File: config.mk
export PLATFORM = sky130hd
export DESIGN_NAME = idma_dp_req_arbiter
export DESIGN_NICKNAME = d
export VERILOG_FILES = /design/src/rtl/idma_dp_req_arbiter.sv
export SDC_FILE = /design/constraint.sdc
export NUM_CORES = 1
export LEC_CHECK = 0
export ABC_AREA = 0
export BUFFER_PORTS_ARGS = -buffer_cell sky130_fd_sc_hd__clkbuf_2
export CAP_MARGIN = 0
export CORE_AREA = 5 5 139 141
export CTS_CLUSTER_SIZE = 30
export DETAILED_ROUTE_END_ITERATION = 8
export DIE_AREA = 0 0 144 146
export PLACE_DENSITY_LB_ADDON = 0.05
export RECOVER_POWER = 100
export SETUP_SLACK_MARGIN = 0.3
export SLEW_MARGIN = 10
export SYNTH_ARGS = -nofsm -noshare
export SYNTH_HDL_FRONTEND = slang
export SYNTH_SLANG_ARGS = --single-unit
File: constraint.sdc
create_clock -name clk_i -period 3.05 [get_ports clk_i]
set_input_delay 0.1525 -clock clk_i [delete_from_list [all_inputs] [get_ports clk_i]]
set_output_delay 0.1525 -clock clk_i [all_outputs]
set_load 0.02 [all_outputs]
File: src/rtl/idma_dp_req_arbiter.sv
// -----------------------------------------------------------------------------
// idma_dp_req_arbiter
//
// Shares one transport-layer datapath request port between NumReq back-end
// request streams. Requests are granted round-robin. The index of every
// issued request is pushed into an in-order ID FIFO, and each datapath
// response is routed back to the requester at the head of that FIFO.
//
// Handshake semantics (all valid/ready pairs on this block):
//   A transfer happens on a rising clk_i edge where valid & ready are both 1.
//   Once valid is raised it stays high, with its payload stable, until that
//   transfer. Ready may be raised or lowered at any time.
//
// Ports:
//   clk_i           clock
//   rst_i           synchronous active-high reset
//   req_i           request payloads, requester k at [k*ReqWidth +: ReqWidth]
//   req_valid_i     per-requester request valid
//   req_ready_o     per-requester request ready (at most one bit set)
//   dp_req_o        granted request payload to the datapath
//   dp_valid_o      datapath request valid
//   dp_ready_i      datapath request ready
//   dp_rsp_i        datapath response payload
//   dp_rsp_valid_i  datapath response valid
//   dp_rsp_ready_o  datapath response ready
//   rsp_o           response payload, broadcast to all requesters
//   rsp_valid_o     one-hot response valid (bit = requester owning the head)
//   rsp_ready_i     per-requester response ready
//   outstanding_o   ID FIFO fill level (issued, not yet responded)
//   busy_o          any request pending, grant locked or ID outstanding
// -----------------------------------------------------------------------------
module idma_dp_req_arbiter #(
    parameter int unsigned NumReq         = 4,
    parameter int unsigned NumOutstanding = 4,
    parameter int unsigned ReqWidth       = 64,
    parameter int unsigned RspWidth       = 8
) (
    input  logic                                  clk_i,
    input  logic                                  rst_i,
    input  logic [NumReq*ReqWidth-1:0]            req_i,
    input  logic [NumReq-1:0]                     req_valid_i,
    output logic [NumReq-1:0]                     req_ready_o,
    output logic [ReqWidth-1:0]                   dp_req_o,
    output logic                                  dp_valid_o,
    input  logic                                  dp_ready_i,
    input  logic [RspWidth-1:0]                   dp_rsp_i,
    input  logic                                  dp_rsp_valid_i,
    output logic                                  dp_rsp_ready_o,
    output logic [RspWidth-1:0]                   rsp_o,
    output logic [NumReq-1:0]                     rsp_valid_o,
    input  logic [NumReq-1:0]                     rsp_ready_i,
    output logic [$clog2(NumOutstanding+1)-1:0]   outstanding_o,
    output logic                                  busy_o
);

    localparam int unsigned IdxW = $clog2(NumReq);
    localparam int unsigned CntW = $clog2(NumOutstanding + 1);
    localparam int unsigned PtrW = (NumOutstanding > 1) ? $clog2(NumOutstanding) : 1;

    localparam logic [IdxW:0]   NumReqExt = (IdxW + 1)'(NumReq);
    localparam logic [IdxW-1:0] LastIdx   = IdxW'(NumReq - 1);
    localparam logic [PtrW-1:0] LastPtr   = PtrW'(NumOutstanding - 1);
    localparam logic [CntW-1:0] FullCnt   = CntW'(NumOutstanding);

    // Arbitration state
    logic [IdxW-1:0] rr_ptr_q;
    logic            lock_q;
    logic [IdxW-1:0] lock_idx_q;

    // In-order ID FIFO
    logic [IdxW-1:0] fifo_mem_q [NumOutstanding];
    logic [PtrW-1:0] wr_ptr_q;
    logic [PtrW-1:0] rd_ptr_q;
    logic [CntW-1:0] count_q;

    logic            fifo_full;
    logic            fifo_empty;
    logic [IdxW-1:0] head_idx;

    logic            grant_found;
    logic [IdxW-1:0] grant_idx;
    logic [IdxW:0]   cand_sum;
    logic [IdxW-1:0] cand;

    logic [IdxW-1:0] sel_idx;
    logic            sel_valid;
    logic            push;
    logic            pop;

    assign fifo_full  = (count_q == FullCnt);
    assign fifo_empty = (count_q == '0);
    assign head_idx   = fifo_mem_q[rd_ptr_q];

    // Round-robin search starting at rr_ptr_q. The candidate index is formed
    // with one spare bit and folded back once, so wrap-around is exact for
    // non-power-of-2 NumReq.
    always_comb begin
        grant_found = 1'b0;
        grant_idx   = '0;
        cand_sum    = '0;
        cand        = '0;
        for (int unsigned i = 0; i < NumReq; i++) begin
            cand_sum = {1'b0, rr_ptr_q} + (IdxW + 1)'(i);
            if (cand_sum >= NumReqExt) begin
                cand_sum = cand_sum - NumReqExt;
            end
            cand = cand_sum[IdxW-1:0];
            if (!grant_found && req_valid_i[cand]) begin
                grant_found = 1'b1;
                grant_idx   = cand;
            end
        end
    end

    // A request presented but not accepted pins the grant so the datapath
    // sees a stable payload until its handshake.
    assign sel_idx   = lock_q ? lock_idx_q : grant_idx;
    assign sel_valid = lock_q ? req_valid_i[lock_idx_q] : grant_found;

    // Full blocks issue outright, even if a pop happens this cycle, so the
    // request side never depends on the response side combinationally.
    assign dp_valid_o = sel_valid & ~fifo_full;
    assign dp_req_o   = req_i[32'(sel_idx) * ReqWidth +: ReqWidth];
    assign push       = dp_valid_o & dp_ready_i;

    always_comb begin
        req_ready_o = '0;
        if (push) begin
            req_ready_o[sel_idx] = 1'b1;
        end
    end

    // Responses always belong to the oldest outstanding request.
    always_comb begin
        rsp_valid_o    = '0;
        dp_rsp_ready_o = 1'b0;
        if (!fifo_empty) begin
            rsp_valid_o[head_idx] = dp_rsp_valid_i;
            dp_rsp_ready_o        = rsp_ready_i[head_idx];
        end
    end

    assign rsp_o = dp_rsp_i;
    assign pop   = dp_rsp_valid_i & dp_rsp_ready_o;

    always_ff @(posedge clk_i) begin
        if (rst_i) begin
            rr_ptr_q   <= '0;
            lock_q     <= 1'b0;
            lock_idx_q <= '0;
            wr_ptr_q   <= '0;
            rd_ptr_q   <= '0;
            count_q    <= '0;
        end else begin
            if (push) begin
                rr_ptr_q <= (sel_idx == LastIdx) ? '0 : sel_idx + IdxW'(1);
                lock_q   <= 1'b0;
            end else if (dp_valid_o) begin
                lock_q     <= 1'b1;
                lock_idx_q <= sel_idx;
            end

            if (push) begin
                wr_ptr_q <= (wr_ptr_q == LastPtr) ? '0 : wr_ptr_q + PtrW'(1);
            end
            if (pop) begin
                rd_ptr_q <= (rd_ptr_q == LastPtr) ? '0 : rd_ptr_q + PtrW'(1);
            end

            case ({push, pop})
                2'b10:   count_q <= count_q + CntW'(1);
                2'b01:   count_q <= count_q - CntW'(1);
                default: count_q <= count_q;
            endcase
        end
    end

    // Storage needs no reset; occupancy is tracked by the pointers and count.
    always_ff @(posedge clk_i) begin
        if (push) begin
            fifo_mem_q[wr_ptr_q] <= sel_idx;
        end
    end

    assign outstanding_o = count_q;
    assign busy_o        = (|req_valid_i) | lock_q | ~fifo_empty;

    a_no_push_full: assert property (@(posedge clk_i) disable iff (rst_i)
        !(push && fifo_full));

    a_no_rsp_empty: assert property (@(posedge clk_i) disable iff (rst_i)
        !(dp_rsp_valid_i && fifo_empty));

    a_req_stable: assert property (@(posedge clk_i) disable iff (rst_i)
        (dp_valid_o && !dp_ready_i) |=> $stable(dp_req_o));

    a_ready_onehot0: assert property (@(posedge clk_i) disable iff (rst_i)
        $onehot0(req_ready_o));

endmodule

==> results.txt <==
grt ovf = 0
Final period util = 91.0%
core box area = 17,800 um2
largest incremental delay on the critical path = 0.55 ns
largest family of logic cells by synthesized area = multiplexers
post-synth net total = 631
htree depth = 1
area grow syn2layout = 48.7%
final cell count without fillers = 902
Vias = 3,762
fin crit period = 2.78 ns
max-capacitance violation count = 0
Tot GR Track Use = 14.5%
mux cell area share after synthesis = 58.0%
Arr. time, crit path = 2.96 ns
setup TNS = 0 ns
Setup Crit Path Kind = flip-flop to flip-flop
most frequent cells in the layout = clkbuf_2, mux2i_1, clkbuf_1, nor2_1, dfxtp_1
clk_skew = 0.00243 ns
Critical Path RT = 3.24 ns
Max Fanout on Critical Path = 3
I/O Pins = 362
synth top area cells = mux2i_1, dfxtp_1, edfxtp_1, buf_12, ha_1
chip width = 144 um
dpl cells = 894
first-pass GRT wire length = 23,800 um
biggest area consumer among synthesized cells = mux2i_1
post-DP HPWL = 14,300 um
Layout Utilization = 30.0%
Post-Synth Simple-Gate Area = 8.14%
share of the yosys chip area belonging to registers = 14.5%
Vias/cell = 4.17
Buf/Inv on CP = 1
DR WL/cell = 17.7 um
number of hold-repair buffers added at the cts stage = 0
# rows = 49
layout net count = 960
Num CTS Buffers = 3
initial antenna violation count = 1
Synth Area in XOR/XNOR = 0.487%
Port Buffers = 345
Distinct cells, synth = 40
outcome = completed
pwr/cell area = 561 nW/um2
syn avg cell area = 10.5 um2
gp weighted congestion = 0.822
CTS Sinks = 22
final hold vios = 0
most common cell after layout, fill and taps aside = clkbuf_2
share of layout cells above drive strength 1 = 45.4%
initial DRC count = 58
Crit path max-delay family = multiplexers
post-synthesis instance area = 3600 um2
Leak = 3.12 nW
hold crit path type = input pin to flip-flop
Setup Slack @ Placement = 0.189 ns
post-synthesis adder-cell area fraction = 4.04%
Fmax = 0.360 GHz
final setup vio count = 0
Initial Utilization = 20.2%
Cell Chain, Critical Path = mux4_2 -> mux2i_1 -> mux2_1 -> nor2_4 -> ha_4 -> inv_1 -> fa_1 -> xor2_1 -> or3_1 -> a21oi_1
number of synthesized register bits = 22
pin count of the biggest net entering global routing = 47
Die Y = 146 um
Compound-Gate Fraction of Synth Area = 2.75%
Slew HR = 46.5%
Worst-path clk slew = 0.06 ns
Slew Viols, Final = 0
later-pin clock latency in the skew report = 0.25 ns
hold_ws = 0.248 ns
Synth top area share = 55.4%
RSZ-0062 raised after global routing = yes
TritonCTS clock tree = yes
Worst setup SP type = flip-flop
Syn. warnings = 0
crit end category = flip-flop
Slowest-stage cell, CP = mux4_2
DRT Pass-1 Iters = 4
final WL = 16,000 um
Synth Instances = 344
Residual DRC = 0
final setup margin = 0.274 ns
VDD IR max = 0.000282 V
Clock Tree Buf Depth = 2
vias in the first global route = 4,206
Post-DRT Antenna Nets = 0
full die area = 21,000 um2
worst slew pin tran = 0.803 ns
CTS root buffer = clkbuf_16
[report_power, final]
part	internal (mW)	switching (mW)	leakage (nW)
logic	0.951	1.35	2.89
clock network	0.175	0.106	0.0385
registers	0.369	0.0480	0.190
[metrics by stage]
stage               power, mW  cell area, um2
global route             3.25            5350
finish                   3.00            5350
CTS                      3.12            5430
global placement         2.82            5340
floorplan                2.24            3600
detailed placement       2.82            5340
[tightest hold or removal path: cells and delay by family]
family | cells | cell delay, ns
AND/OR/NAND/NOR | 2 | 0.16
AO/OA/AOI/OAI | 1 | 0.05
buffers and inverters | 1 | 0.10
[worst paths after layout]
kind / start / endpoint / slack [ns] / cells past startpoint
min: dp_ready_i / lock_idx_q[0]$_SDFFE_PP0P_ / 0.25 / 4
max reg2reg: flip-flop / outstanding_o[2]$_SDFFE_PP0P_ / 0.27 / 10
min reg2reg: rd_ptr_q[1]$_SDFFE_PP0P_ / flip-flop / 0.49 / 2
max: flip-flop / outstanding_o[2]$_SDFFE_PP0P_ / 0.27 / 10
[layout make-up]
cell class	count	area [um2]
Fill cell	2000	12500
Multi-Input combinational cell	279	2640
Timing Repair Buffer	356	1770
Sequential cell	22	524
Tap cell	229	287
Clock buffer	3	75.1
Inverter	11	53.8
Clock inverter	1	3.75
Antenna cell	1	2.50
[sequential cells by signal, indices dropped and copies added, names as in the netlist, named ones only]
signal and flops:
fifo_mem_q 8, lock_idx_q 2, lock_q 1, outstanding_o 3
rd_ptr_q 2, rr_ptr_q 2, wr_ptr_q 2
[synthesized netlist by cell type]
cell type and instances:
nor2b_2 1, nor3_1 6, a221o_2 1, a2111oi_2 1, mux4_2 3, and3_1 2, and2_1 8, clkbuf_1 2
or3_1 1, a211oi_1 3, edfxtp_1 8, or4_1 1, nor2_1 14, mux2_2 1, nor4_2 1, fa_1 1
nor4b_4 1, buf_12 10, inv_2 2, inv_1 8, buf_2 6, a21oi_1 4, a211oi_2 1, inv_4 1
nand2b_1 5, nand2_1 2, o21ai_0 2, nor2b_1 4, mux2i_1 199, xor2_1 2, nor2_2 1, a21boi_0 1
ha_1 10, dfxtp_1 14, nor3b_1 1, mux2_4 1, bufbuf_8 4, buf_4 9, buf_6 1, nor2_4 1
[what timing repair did]
| action | CTS | global route |
|---|---|---|
| gates resized for setup | 3 | 4 |
| buffers inserted | 1 | 2 |
| pin swaps | 0 | 1 |
| endpoints found under the setup margin | 17 | 45 |
[cell families (layout without fill, tap and decap cells)]
group | Yosys count | after routing
mux | 204 | 204
flops | 22 | 22
simple gates | 49 | 49
other cells | 0 | 1
fa+ha+maj | 11 | 11
compound gates | 13 | 13
buf+inv | 43 | 371
xor+xnor | 2 | 2
[metal layers]
| metal | wire length [um] | track usage, % |
|---|---|---|
| met2 | 8720 | 27.9 |
| met4 | 240 | 2.68 |
| met3 | 1320 | 4.07 |
| met1 | 5710 | 15.4 |
| met5 | 0 | 0 |
Power figures use the tool's default switching activity.
